$ cat config.mk
export PLATFORM = sky130hd
export DESIGN_NAME = compressor_4_2_tree_pipe_flat
export DESIGN_NICKNAME = d
export VERILOG_FILES = /design/src/rtl/compressor_4_2_tree_pipe_pkg.sv /design/src/rtl/compressor_4_2_tree_pipe_if.sv /design/src/rtl/compressor_4_2_tree_pipe_row.sv /design/src/rtl/compressor_4_2_tree_pipe.sv /design/src/flat_wrapper.sv
export SDC_FILE = /design/constraint.sdc
export NUM_CORES = 1
export LEC_CHECK = 0
export CAP_MARGIN = 10
export CORE_ASPECT_RATIO = 0.9
export CORE_MARGIN = 5
export CORE_UTILIZATION = 51
export CTS_CLUSTER_DIAMETER = 120
export CTS_CLUSTER_SIZE = 12
export DETAILED_ROUTE_END_ITERATION = 8
export GPL_ROUTABILITY_DRIVEN = 0
export MAX_ROUTING_LAYER = met4
export PLACE_DENSITY = 0.82
export REMOVE_ABC_BUFFERS = 1
export SYNTH_ARGS = -nofsm -noshare
export SYNTH_HDL_FRONTEND = slang
export SYNTH_SLANG_ARGS = --single-unit
$ cat constraint.sdc
create_clock -name sys_clk -period 3.4 [get_ports sys_clk]
set_input_delay 0.85 -clock sys_clk [delete_from_list [all_inputs] [get_ports sys_clk]]
set_output_delay 0.85 -clock sys_clk [all_outputs]
set_load 0.03 [all_outputs]
$ cat src/rtl/compressor_4_2_tree_pipe_pkg.sv
// Shared constants and elaboration-time helpers for the 4:2 compressor tree.
package compressor_4_2_tree_pipe_pkg;

    localparam int MIN_OPS = 4;
    localparam int MAX_OPS = 16;

    // Ceiling log2 for positive integers, usable in constant expressions.
    function automatic int clog2(input int n);
        int r;
        int v;
        r = 0;
        v = 1;
        while (v < n) begin
            v = v << 1;
            r++;
        end
        return r;
    endfunction

    // Number of compressor levels: each level halves the vector count down to two.
    function automatic int tree_levels(input int num_ops);
        return clog2(num_ops) - 1;
    endfunction

    // Pipeline depth: one register per level plus the optional resolving adder.
    function automatic int tree_stages(input int num_ops, input int final_add);
        return tree_levels(num_ops) + final_add;
    endfunction

    // Only power-of-four-friendly operand counts map onto whole 4:2 groups.
    function automatic bit num_ops_legal(input int n);
        return (n == MIN_OPS) || (n == 8) || (n == MAX_OPS);
    endfunction

    // Index of the first word of level lvl's output inside the flattened
    // register array (levels are stored back to back, largest first).
    function automatic int level_base(input int num_ops, input int lvl);
        return num_ops - (num_ops >> lvl);
    endfunction

endpackage

$ cat src/rtl/compressor_4_2_tree_pipe_if.sv
// Valid/ready operand and result bus of the compressor tree.
interface compressor_4_2_tree_pipe_if #(
    parameter int WIDTH   = 32,
    parameter int NUM_OPS = 8
);
    logic                       in_valid;
    logic                       in_ready;
    logic [NUM_OPS*WIDTH-1:0]   in_ops;
    logic                       out_valid;
    logic                       out_ready;
    logic [WIDTH-1:0]           out_sum;
    logic [WIDTH-1:0]           out_carry;

    modport master (
        output in_valid, in_ops, out_ready,
        input  in_ready, out_valid, out_sum, out_carry
    );

    modport slave (
        input  in_valid, in_ops, out_ready,
        output in_ready, out_valid, out_sum, out_carry
    );
endinterface

$ cat src/rtl/compressor_4_2_tree_pipe_row.sv
// One WIDTH-wide row of 4:2 compressor cells with the intra-row ci/co chain.
// Reduces four vectors to an aligned sum/carry pair (modulo 2^WIDTH).
module compressor_4_2_row #(
    parameter int WIDTH = 32
) (
    input  logic [WIDTH-1:0] i_a,
    input  logic [WIDTH-1:0] i_b,
    input  logic [WIDTH-1:0] i_c,
    input  logic [WIDTH-1:0] i_d,
    output logic [WIDTH-1:0] o_sum,
    output logic [WIDTH-1:0] o_carry
);
    // co and c of the MSB would land at weight 2^WIDTH, so they are never built.
    logic [WIDTH-2:0] w_co;
    logic [WIDTH-2:0] w_c;

    for (genvar gi = 0; gi < WIDTH; gi++) begin : g_bit
        logic w_ci;
        logic w_s1;

        if (gi == 0) begin : g_lsb
            assign w_ci = 1'b0;
        end else begin : g_chain
            assign w_ci = w_co[gi-1];
        end

        assign w_s1      = i_a[gi] ^ i_b[gi] ^ i_c[gi];
        assign o_sum[gi] = w_s1 ^ i_d[gi] ^ w_ci;

        if (gi < WIDTH - 1) begin : g_carries
            assign w_co[gi] = (i_a[gi] & i_b[gi]) | (i_a[gi] & i_c[gi]) | (i_b[gi] & i_c[gi]);
            assign w_c[gi]  = (w_s1 & i_d[gi]) | (w_s1 & w_ci) | (i_d[gi] & w_ci);
        end
    end

    // c has weight 2^(i+1): shift it up so both outputs share bit alignment.
    assign o_carry = {w_c, 1'b0};

endmodule

$ cat src/rtl/compressor_4_2_tree_pipe.sv
// Pipelined 4:2 carry-save reduction tree with valid/ready flow control.
// One register stage per level, optional final carry-propagate stage, and an
// enable chain that lets empty stages absorb data while the output is stalled.
module compressor_4_2_tree_pipe
    import compressor_4_2_tree_pipe_pkg::*;
#(
    parameter int WIDTH     = 32,
    parameter int NUM_OPS   = 8,
    parameter int FINAL_ADD = 1
) (
    input  logic                          sys_clk,
    input  logic                          sys_rst_n,
    compressor_4_2_tree_pipe_if.slave     bus
);
    localparam int LEVELS  = tree_levels(NUM_OPS);
    localparam int S       = tree_stages(NUM_OPS, FINAL_ADD);
    localparam int N_WORDS = NUM_OPS - 2;

    if (!num_ops_legal(NUM_OPS)) begin : g_illegal_num_ops
        $error("compressor_4_2_tree_pipe: NUM_OPS must be 4, 8 or 16");
    end

    logic [S-1:0]       r_v;
    logic [S-1:0]       w_en;
    logic [S-1:0]       w_vin;
    logic [S-1:0]       w_ld;
    logic [WIDTH-1:0]   r_tree [N_WORDS];
    logic [WIDTH-1:0]   w_tree [N_WORDS];
    logic [N_WORDS-1:0] w_wload;

    // Enable chain written in closed form: a stage may advance if the output
    // is being consumed or any stage from here to the output is empty.
    for (genvar gi = 0; gi < S; gi++) begin : g_ctrl
        assign w_en[gi] = bus.out_ready || !(&r_v[S-1:gi]);
        if (gi == 0) begin : g_first
            assign w_vin[gi] = bus.in_valid;
        end else begin : g_next
            assign w_vin[gi] = r_v[gi-1];
        end
        assign w_ld[gi] = w_en[gi] && w_vin[gi];
    end

    assign bus.in_ready  = w_en[0];
    assign bus.out_valid = r_v[S-1];

    // Compressor levels: level gi reads its predecessor's registers (or the
    // input bus) and writes its own slice of the flattened word array.
    for (genvar gi = 0; gi < LEVELS; gi++) begin : g_lvl
        localparam int OUT_BASE = level_base(NUM_OPS, gi);
        localparam int IN_BASE  = (gi == 0) ? 0 : OUT_BASE - (NUM_OPS >> gi);
        localparam int GROUPS   = (NUM_OPS >> gi) / 4;

        for (genvar gj = 0; gj < GROUPS; gj++) begin : g_grp
            logic [WIDTH-1:0] w_op [4];
            logic [WIDTH-1:0] w_sum;
            logic [WIDTH-1:0] w_carry;

            for (genvar gk = 0; gk < 4; gk++) begin : g_src
                if (gi == 0) begin : g_bus
                    assign w_op[gk] = bus.in_ops[(4*gj+gk)*WIDTH +: WIDTH];
                end else begin : g_reg
                    assign w_op[gk] = r_tree[IN_BASE + 4*gj + gk];
                end
            end

            compressor_4_2_row #(.WIDTH(WIDTH)) u_row (
                .i_a     (w_op[0]),
                .i_b     (w_op[1]),
                .i_c     (w_op[2]),
                .i_d     (w_op[3]),
                .o_sum   (w_sum),
                .o_carry (w_carry)
            );

            assign w_tree[OUT_BASE + 2*gj]            = w_sum;
            assign w_tree[OUT_BASE + 2*gj + 1]        = w_carry;
            assign w_wload[OUT_BASE + 2*gj +: 2]      = {2{w_ld[gi]}};
        end
    end

    // Stage valid bits advance whenever their enable is high.
    always_ff @(posedge sys_clk or negedge sys_rst_n) begin
        if (!sys_rst_n) begin
            r_v <= '0;
        end else begin
            for (int k = 0; k < S; k++) begin
                if (w_en[k]) begin
                    r_v[k] <= w_vin[k];
                end
            end
        end
    end

    // Level data registers load only alongside a valid token; bubbles keep stale data.
    always_ff @(posedge sys_clk or negedge sys_rst_n) begin
        if (!sys_rst_n) begin
            for (int i = 0; i < N_WORDS; i++) begin
                r_tree[i] <= '0;
            end
        end else begin
            for (int i = 0; i < N_WORDS; i++) begin
                if (w_wload[i]) begin
                    r_tree[i] <= w_tree[i];
                end
            end
        end
    end

    if (FINAL_ADD != 0) begin : g_final_add
        logic [WIDTH-1:0] r_sum;

        // Resolve the last carry-save pair into a plain binary result.
        always_ff @(posedge sys_clk or negedge sys_rst_n) begin
            if (!sys_rst_n) begin
                r_sum <= '0;
            end else if (w_ld[S-1]) begin
                r_sum <= r_tree[N_WORDS-2] + r_tree[N_WORDS-1];
            end
        end

        assign bus.out_sum   = r_sum;
        assign bus.out_carry = '0;
    end else begin : g_carry_save
        assign bus.out_sum   = r_tree[N_WORDS-2];
        assign bus.out_carry = r_tree[N_WORDS-1];
    end

endmodule

$ cat src/flat_wrapper.sv
// flat-port wrapper written by rule: the top's interface ports become plain ports
module compressor_4_2_tree_pipe_flat import compressor_4_2_tree_pipe_pkg::*;
#(
    parameter int WIDTH     = 32,
    parameter int NUM_OPS   = 8,
    parameter int FINAL_ADD = 1
)
  (sys_clk, sys_rst_n, bus_in_valid, bus_in_ops, bus_out_ready, bus_in_ready, bus_out_valid, bus_out_sum, bus_out_carry);
  compressor_4_2_tree_pipe_if #(.WIDTH(WIDTH), .NUM_OPS(NUM_OPS)) bus_i ();
  input  logic sys_clk;
  input  logic sys_rst_n;
  input wire logic [$bits(bus_i.in_valid)-1:0] bus_in_valid;
  input wire logic [$bits(bus_i.in_ops)-1:0] bus_in_ops;
  input wire logic [$bits(bus_i.out_ready)-1:0] bus_out_ready;
  output wire logic [$bits(bus_i.in_ready)-1:0] bus_in_ready;
  output wire logic [$bits(bus_i.out_valid)-1:0] bus_out_valid;
  output wire logic [$bits(bus_i.out_sum)-1:0] bus_out_sum;
  output wire logic [$bits(bus_i.out_carry)-1:0] bus_out_carry;
  assign bus_i.in_valid = bus_in_valid;
  assign bus_i.in_ops = bus_in_ops;
  assign bus_i.out_ready = bus_out_ready;
  assign bus_in_ready = bus_i.in_ready;
  assign bus_out_valid = bus_i.out_valid;
  assign bus_out_sum = bus_i.out_sum;
  assign bus_out_carry = bus_i.out_carry;
  compressor_4_2_tree_pipe #(.WIDTH(WIDTH), .NUM_OPS(NUM_OPS), .FINAL_ADD(FINAL_ADD)) u_core (.sys_clk(sys_clk), .sys_rst_n(sys_rst_n), .bus(bus_i));
endmodule
==> results.cfg, run 1 <==
[hold_path]
hp-class = input port to async pin

[outcome]
status = complete, no violations

[worst_setup_path]
crit_top_cell = clkdlybuf4s50_1
path_class = input port to output port
worst-r2r-cell-count = 9
crit_chain = clkdlybuf4s50_1, nor2b_1, nand3_1, clkdlybuf4s50_1
cp.required_ns = 2.55
endpoint_kind = output port
r2r_end = u_core.bus.out_sum[31]
rrSetupSlack_ns = 0.45
start_kind = input port
r2r-start = u_core.r_tree[8]
arrival_ns = 2.26
slowest_stage = clkdlybuf4s50_1
path_max_fanout = 3
cpPeakStageDelay_ns = 0.64

[placement]
io_buffer_count = 293
dp_hpwl_um = 22840

[sta]
fmax_ghz = 0.3220
finalClockSkew_ns = 0.01458
post-route-period-util_pct = 91.34
finalHoldViolations = 0
finalSetupTns_ns = 0
rsz0062_at_grt = false
max_slew_margin_pct = 48.27
fin_crit_ns = 3.106
slew_violations = 0
worst_slew_pin_slew_ns = 0.7760
setup_viol = 0

[cts]
cts_tree = built
cts.reportedPaths.clkPinSlew_ns = 0.06
post_cts_buffers = 0
htree_levels = 1
ctsResizeCount = 0
worstSkewPairLatency_ns = 0.51
cts_root_buffer = clkbuf_16
cts_made_buffers = 22
numClockSinks = 223
clk_path_buf_depth = 3
cts_hold_buf = 0

[floorplan]
die_y_um = 166.2
fp.dieW_um = 183.6
design.core.area_um2 = 26890
rows = 57
die_area_um2 = 30510
start_util_pct = 51.43
io-pin-count = 326

[route]
num_vias = 8452
drt_first_pass_iters = 5
postRouteAntennaNets = 0
vias_per_cell = 5.195
drt-initial-drc-count = 381
drc = 0
wl_per_cell_um = 17.50
drt_wl_total_um = 28470

[pwr]
clockPowerShare_pct = 15.2
ir_drop_mv = 0.4495
switching_share_pct = 39.16
power_per_cell_area_nw_per_um2 = 798.9
power_switching_mw = 5.522
power_leakage_nw = 7.268
seq_power_share_pct = 31.2
power.share.combinational_pct = 53.6
internal_power_mw = 8.578
p_total_mw = 14.10

[global_route]
track_usage_pct = 19.47
antenna_found_initial = 0
grt_pass1_vias = 9687
overflow = 0
grt_pass1_wl_um = 47720
grt_max_degree = 102

[logic_synthesis]
synth_area_um2 = 13830
netlist-cell-type-count = 51
synth-edff-count = 0
synth_seq_cells = 223
async_reset_ff_share_pct = 100.0
synth_ff_type = dfrtp_1
syn_area_per_cell_um2 = 14.08
syn_inst = 982
ys_warn_count = 0
ys_seq_area_share_pct = 40.36

[final_layout]
fillers = 1936
area_delta_synth_final_pct = 27.64
post-route-util_pct = 65.64
fin_nets = 1748
drive_above_1_share_pct = 18.07
diodes = 0

[flow_run]
cap_violations = 0
[routing by layer]
metal  track usage, %  share of wire (%)  vias up
met4            3.335                1.8        0
li1                 -                  -     3871
met3            3.000                5.9       46
met5                -                  0        -
met2            33.02                 51      251
met1            25.43                 41     4284
[cells in the mapped netlist, drive strengths merged (4+ instances only)]
cell type / instances / area, um2
dfrtp: 223 / 5580
fa: 183 / 3664
mux2: 183 / 2061
nand2: 65 / 246.5
o21ai: 51 / 259.0
buf: 34 / 252.7
clkbuf: 32 / 150.1
ha: 32 / 400.4
a21oi: 26 / 133.9
xnor2: 20 / 175.2
xor2: 16 / 140.1
a21o: 15 / 115.1
inv: 12 / 45.04
nor2: 12 / 45.04
a211oi: 7 / 62.56
nand2b: 7 / 43.79
nand4: 7 / 43.79
a31oi: 6 / 37.54
and3: 6 / 37.54
nand3: 6 / 30.03
and2: 5 / 31.28
nor2b: 4 / 25.02
o31ai: 4 / 30.03
[power by group through the flow]
stage	logic (mW)	registers, mW	clock network (mW)
6_report	7.56	4.40	2.14
5_1_grt	8.48	4.54	2.31
4_1_cts	7.65	4.41	2.21
3_5_place_dp	7.60	4.45	0
3_3_place_gp	7.40	4.38	0
2_1_floorplan	4.99	4.64	0
[registers in the layout, summed over array words and instances, names as in the netlist]
register                 count
u_core.g_lvl.g_grp.w_op    126
u_core.r_tree               62
u_core.r_v                   3
u_core.bus.out_sum          32
[logic make-up (layout without fill, tap and decap cells)]
family / count (synthesis) / count (layout) / share of synthesized area, %
DFF: 223 / 223 / 40.36
adders and majority gates: 215 / 215 / 29.39
muxes: 183 / 183 / 14.90
AOI/OAI and AO/OA: 131 / 131 / 5.991
and+or+nand+nor: 114 / 114 / 3.737
buffers and inverters: 79 / 339 / 3.312
xor gates and xnor gates: 36 / 36 / 2.280
other: 1 / 32 / 0.02712
[worst max-delay path by stage]
stage,startpoint,end,slack [ns]
final,bus_out_ready,bus_in_ready,0.29
after global routing,bus_out_ready,bus_in_ready,0.26
after CTS,bus_out_ready,bus_in_ready,0.29
after detailed placement,bus_out_ready,bus_in_ready,0.30
after global placement,bus_out_ready,bus_in_ready,0.32
after floorplan,bus_out_ready,u_core.g_lvl[1].g_grp[0].w_op[100],-1.28
[area by class of cell]
| type | count | area (um2) | area share (%) |
|---|---|---|---|
| multi-input combinational | 711 | 7923 | 44.89 |
| sequential | 223 | 5580 | 31.62 |
| timing repair buffer | 303 | 3075 | 17.43 |
| clock buffer | 23 | 575.6 | 3.261 |
| tap | 354 | 442.9 | 2.510 |
| inverter | 12 | 45.04 | 0.2552 |
| clock inverter | 1 | 7.507 | 0.04254 |
[cells in the final DEF (no fill, tap or decap), types with 6 or more instances in the layout]
cell type / n
a21o_1: 13
a21oi_1: 25
a31oi_1: 6
and3_1: 6
clkbuf_16: 23
clkdlybuf4s50_1: 292
conb_1: 32
dfrtp_1: 223
fa_1: 183
ha_1: 32
inv_1: 12
mux2_2: 183
nand2_1: 61
nand2b_1: 7
nand3_1: 6
nand4_1: 7
nor2_1: 12
o21ai_0: 41
o21ai_1: 9
xnor2_1: 20
xor2_1: 16
[critical path, delay by kind of cell]
| kind | cells | cell delay (ns) |
|---|---|---|
| buffers and inverters | 2 | 1.05 |
| and+or+nand+nor | 2 | 0.36 |
[metrics by stage]
stage	std cells	cell area, um2	setup WS, ns	hold slack [ns]
after floorplan	946	13530	-1.275	0.4331
after global placement	1603	17070	0.3172	0.4554
after detailed placement	1603	17070	0.2985	0.4692
after CTS	1627	17650	0.2925	0.4133
after global routing	1627	17650	0.2561	0.4419
final	1627	17650	0.2944	0.3711
No activity file was read; power rests on OpenSTA's default activity.
==> run 2, diff against run 1 <==
--- a/config.mk
+++ b/config.mk
@@ -6,13 +6,13 @@
 export NUM_CORES = 1
 export LEC_CHECK = 0
 export CAP_MARGIN = 10
-export CORE_ASPECT_RATIO = 0.9
 export CORE_MARGIN = 5
 export CORE_UTILIZATION = 51
 export CTS_CLUSTER_DIAMETER = 120
 export CTS_CLUSTER_SIZE = 12
 export DETAILED_ROUTE_END_ITERATION = 8
 export GPL_ROUTABILITY_DRIVEN = 0
+export GPL_TIMING_DRIVEN = 0
 export MAX_ROUTING_LAYER = met4
 export PLACE_DENSITY = 0.82
 export REMOVE_ABC_BUFFERS = 1
==> constraint.sdc (replaced) <==
create_clock -name sys_clk -period 3.4 [get_ports sys_clk]
set_input_delay 0.85 -clock sys_clk [delete_from_list [all_inputs] [get_ports sys_clk]]
set_output_delay 0.85 -clock sys_clk [all_outputs]
set_load 0.05 [all_outputs]
==> results.cfg, run 2 (synthesized netlist as in run 1, its figures left out) <==
[worst_setup_path]
cp.required_ns = 2.55
crit_chain = clkdlybuf4s50_1, nor2b_1, nand3_1, clkdlybuf4s50_1
endpoint_kind = output port
path_class = input port to output port
slowest_stage = clkdlybuf4s50_1
r2r_end = u_core.bus.out_sum[26]
path_max_fanout = 3
crit_top_cell = clkdlybuf4s50_1
crit_buf_inv = 2
r2r-start = u_core.r_tree[34]
worst-r2r-cell-count = 11
arrival_ns = 2.40
rrSetupSlack_ns = 0.38
start_kind = input port
cpPeakStageDelay_ns = 0.84
critPathTopFamily = buffers and inverters

[global_route]
grt_pass1_vias = 9419
track_usage_pct = 19.22
grt_max_degree = 115
antenna_found_initial = 0
grt_pass1_wl_um = 47030
overflow = 0

[route]
wl_per_cell_um = 17.45
postRouteAntennaNets = 0
drc = 0
drt-initial-drc-count = 363
drt_wl_total_um = 28050
vias_per_cell = 5.250
num_vias = 8437
drt_first_pass_iters = 4

[final_layout]
largest_reg_flops = 126
area_delta_synth_final_pct = 27.07
drive_above_1_share_pct = 17.61
final_common_cell = clkdlybuf4s50_1
layout_common_cells = clkdlybuf4s50_1 (292), dfrtp_1 (223), mux2_2 (183), fa_1 (183), nand2_1 (61)
fin_nets = 1741
diodes = 0
final_area_um2 = 17570

[sta]
max_slew_margin_pct = 42.36
setup_viol = 0
finalHoldViolations = 0
worst_slew_pin_slew_ns = 0.8646
post-route-period-util_pct = 95.61
rsz0062_at_grt = false
finalClockSkew_ns = 0.01429
fin_crit_ns = 3.251
fmax_ghz = 0.3076
slew_violations = 0
finalSetupTns_ns = 0

[cts]
worstSkewPairLatency_ns = 0.50
cts.reportedPaths.clkPinSlew_ns = 0.06
cts_root_buffer = clkbuf_16
post_cts_buffers = 0
cts_tree = built
cts_hold_buf = 0
cts_made_buffers = 22
numClockSinks = 223
clk_path_buf_depth = 3
htree_levels = 1
ctsResizeCount = 0

[floorplan]
die_area_um2 = 30500
io-pin-count = 326
start_util_pct = 51.59
die_y_um = 174.7
fp.dieW_um = 174.7
rows = 60
design.core.area_um2 = 26800

[pwr]
power_per_cell_area_nw_per_um2 = 813.7
ir_drop_mv = 0.4600
power_leakage_nw = 7.232
p_total_mw = 14.30

[outcome]
status = complete, no violations

[placement]
io_buffer_count = 293
placed_cell_area_um2 = 16990
dp_hpwl_um = 22420

[hold_path]
hp-class = input port to async pin

[flow_run]
cap_violations = 0
run 2: changes by cell type in the layout (fill, tap and decap cells not counted), sizes merged:
cell  before  now
buf       11    4
run 2: layout make-up:
cell class	count	area, um2
Inverter	12	45.04
Multi-Input combinational cell	711	7923
Timing Repair Buffer	296	3013
Tap cell	341	426.7
Sequential cell	223	5580
Clock inverter	1	7.507
Clock buffer	23	575.6
Fill cell	1924	9230
run 2: per-layer routing:
metal  wire length (um)  vias to the layer above  global-route usage [%]
met2              14950                      213                   33.77
li1                   -                     3861                       -
met1              11020                     4330                   23.64
met3               1633                       33                   3.656
met4                443                        0                   3.535
met5                  0                        -                       -
run 2: report_power, final:
part	total, mW	switching, mW	leakage [nW]	internal, mW
Combinational	7.79	4.14	4.32	3.65
Clock	2.12	0.934	0.284	1.19
Sequential	4.39	0.665	2.62	3.72
Total	14.3	5.74	7.23	8.56
run 2: worst reg2reg max path: cells and delay by family (launching register included):
kind / cells / cell delay, ns
buffers and inverters: 1 / 0.08
adder cells (fa/ha/maj): 2 / 0.66
AND/OR/NAND/NOR: 2 / 0.41
flip-flops: 1 / 0.35
AO/OA/AOI/OAI: 6 / 1.43
run 2: worst max-delay path by stage:
stage,from,endpoint,slack [ns],cells after the start
CTS,bus_out_ready,bus_in_ready,0.15,4
floorplan,bus_out_ready,u_core.g_lvl[1].g_grp[0].w_op[100],-1.49,4
finish,bus_out_ready,bus_in_ready,0.15,4
global route,bus_out_ready,bus_in_ready,0.06,4
detailed placement,bus_out_ready,bus_in_ready,0.16,4
global placement,sys_rst_n,u_core.g_lvl[1].g_grp[0].w_op[49],-7.77,1
run 2: stage by stage:
| stage | setup slack, ns | utilization (%) | std cells | hold slack, ns |
|---|---|---|---|---|
| after floorplan | -1.491 | - | 946 | 0.4331 |
| after global placement | -7.767 | 63.02 | 1580 | 0.4607 |
| after detailed placement | 0.1577 | 63.38 | 1583 | 0.4680 |
| after CTS | 0.1546 | 65.56 | 1607 | 0.4446 |
| after global routing | 0.05549 | 65.56 | 1607 | 0.4670 |
| final | 0.1492 | 65.56 | 1607 | 0.3887 |
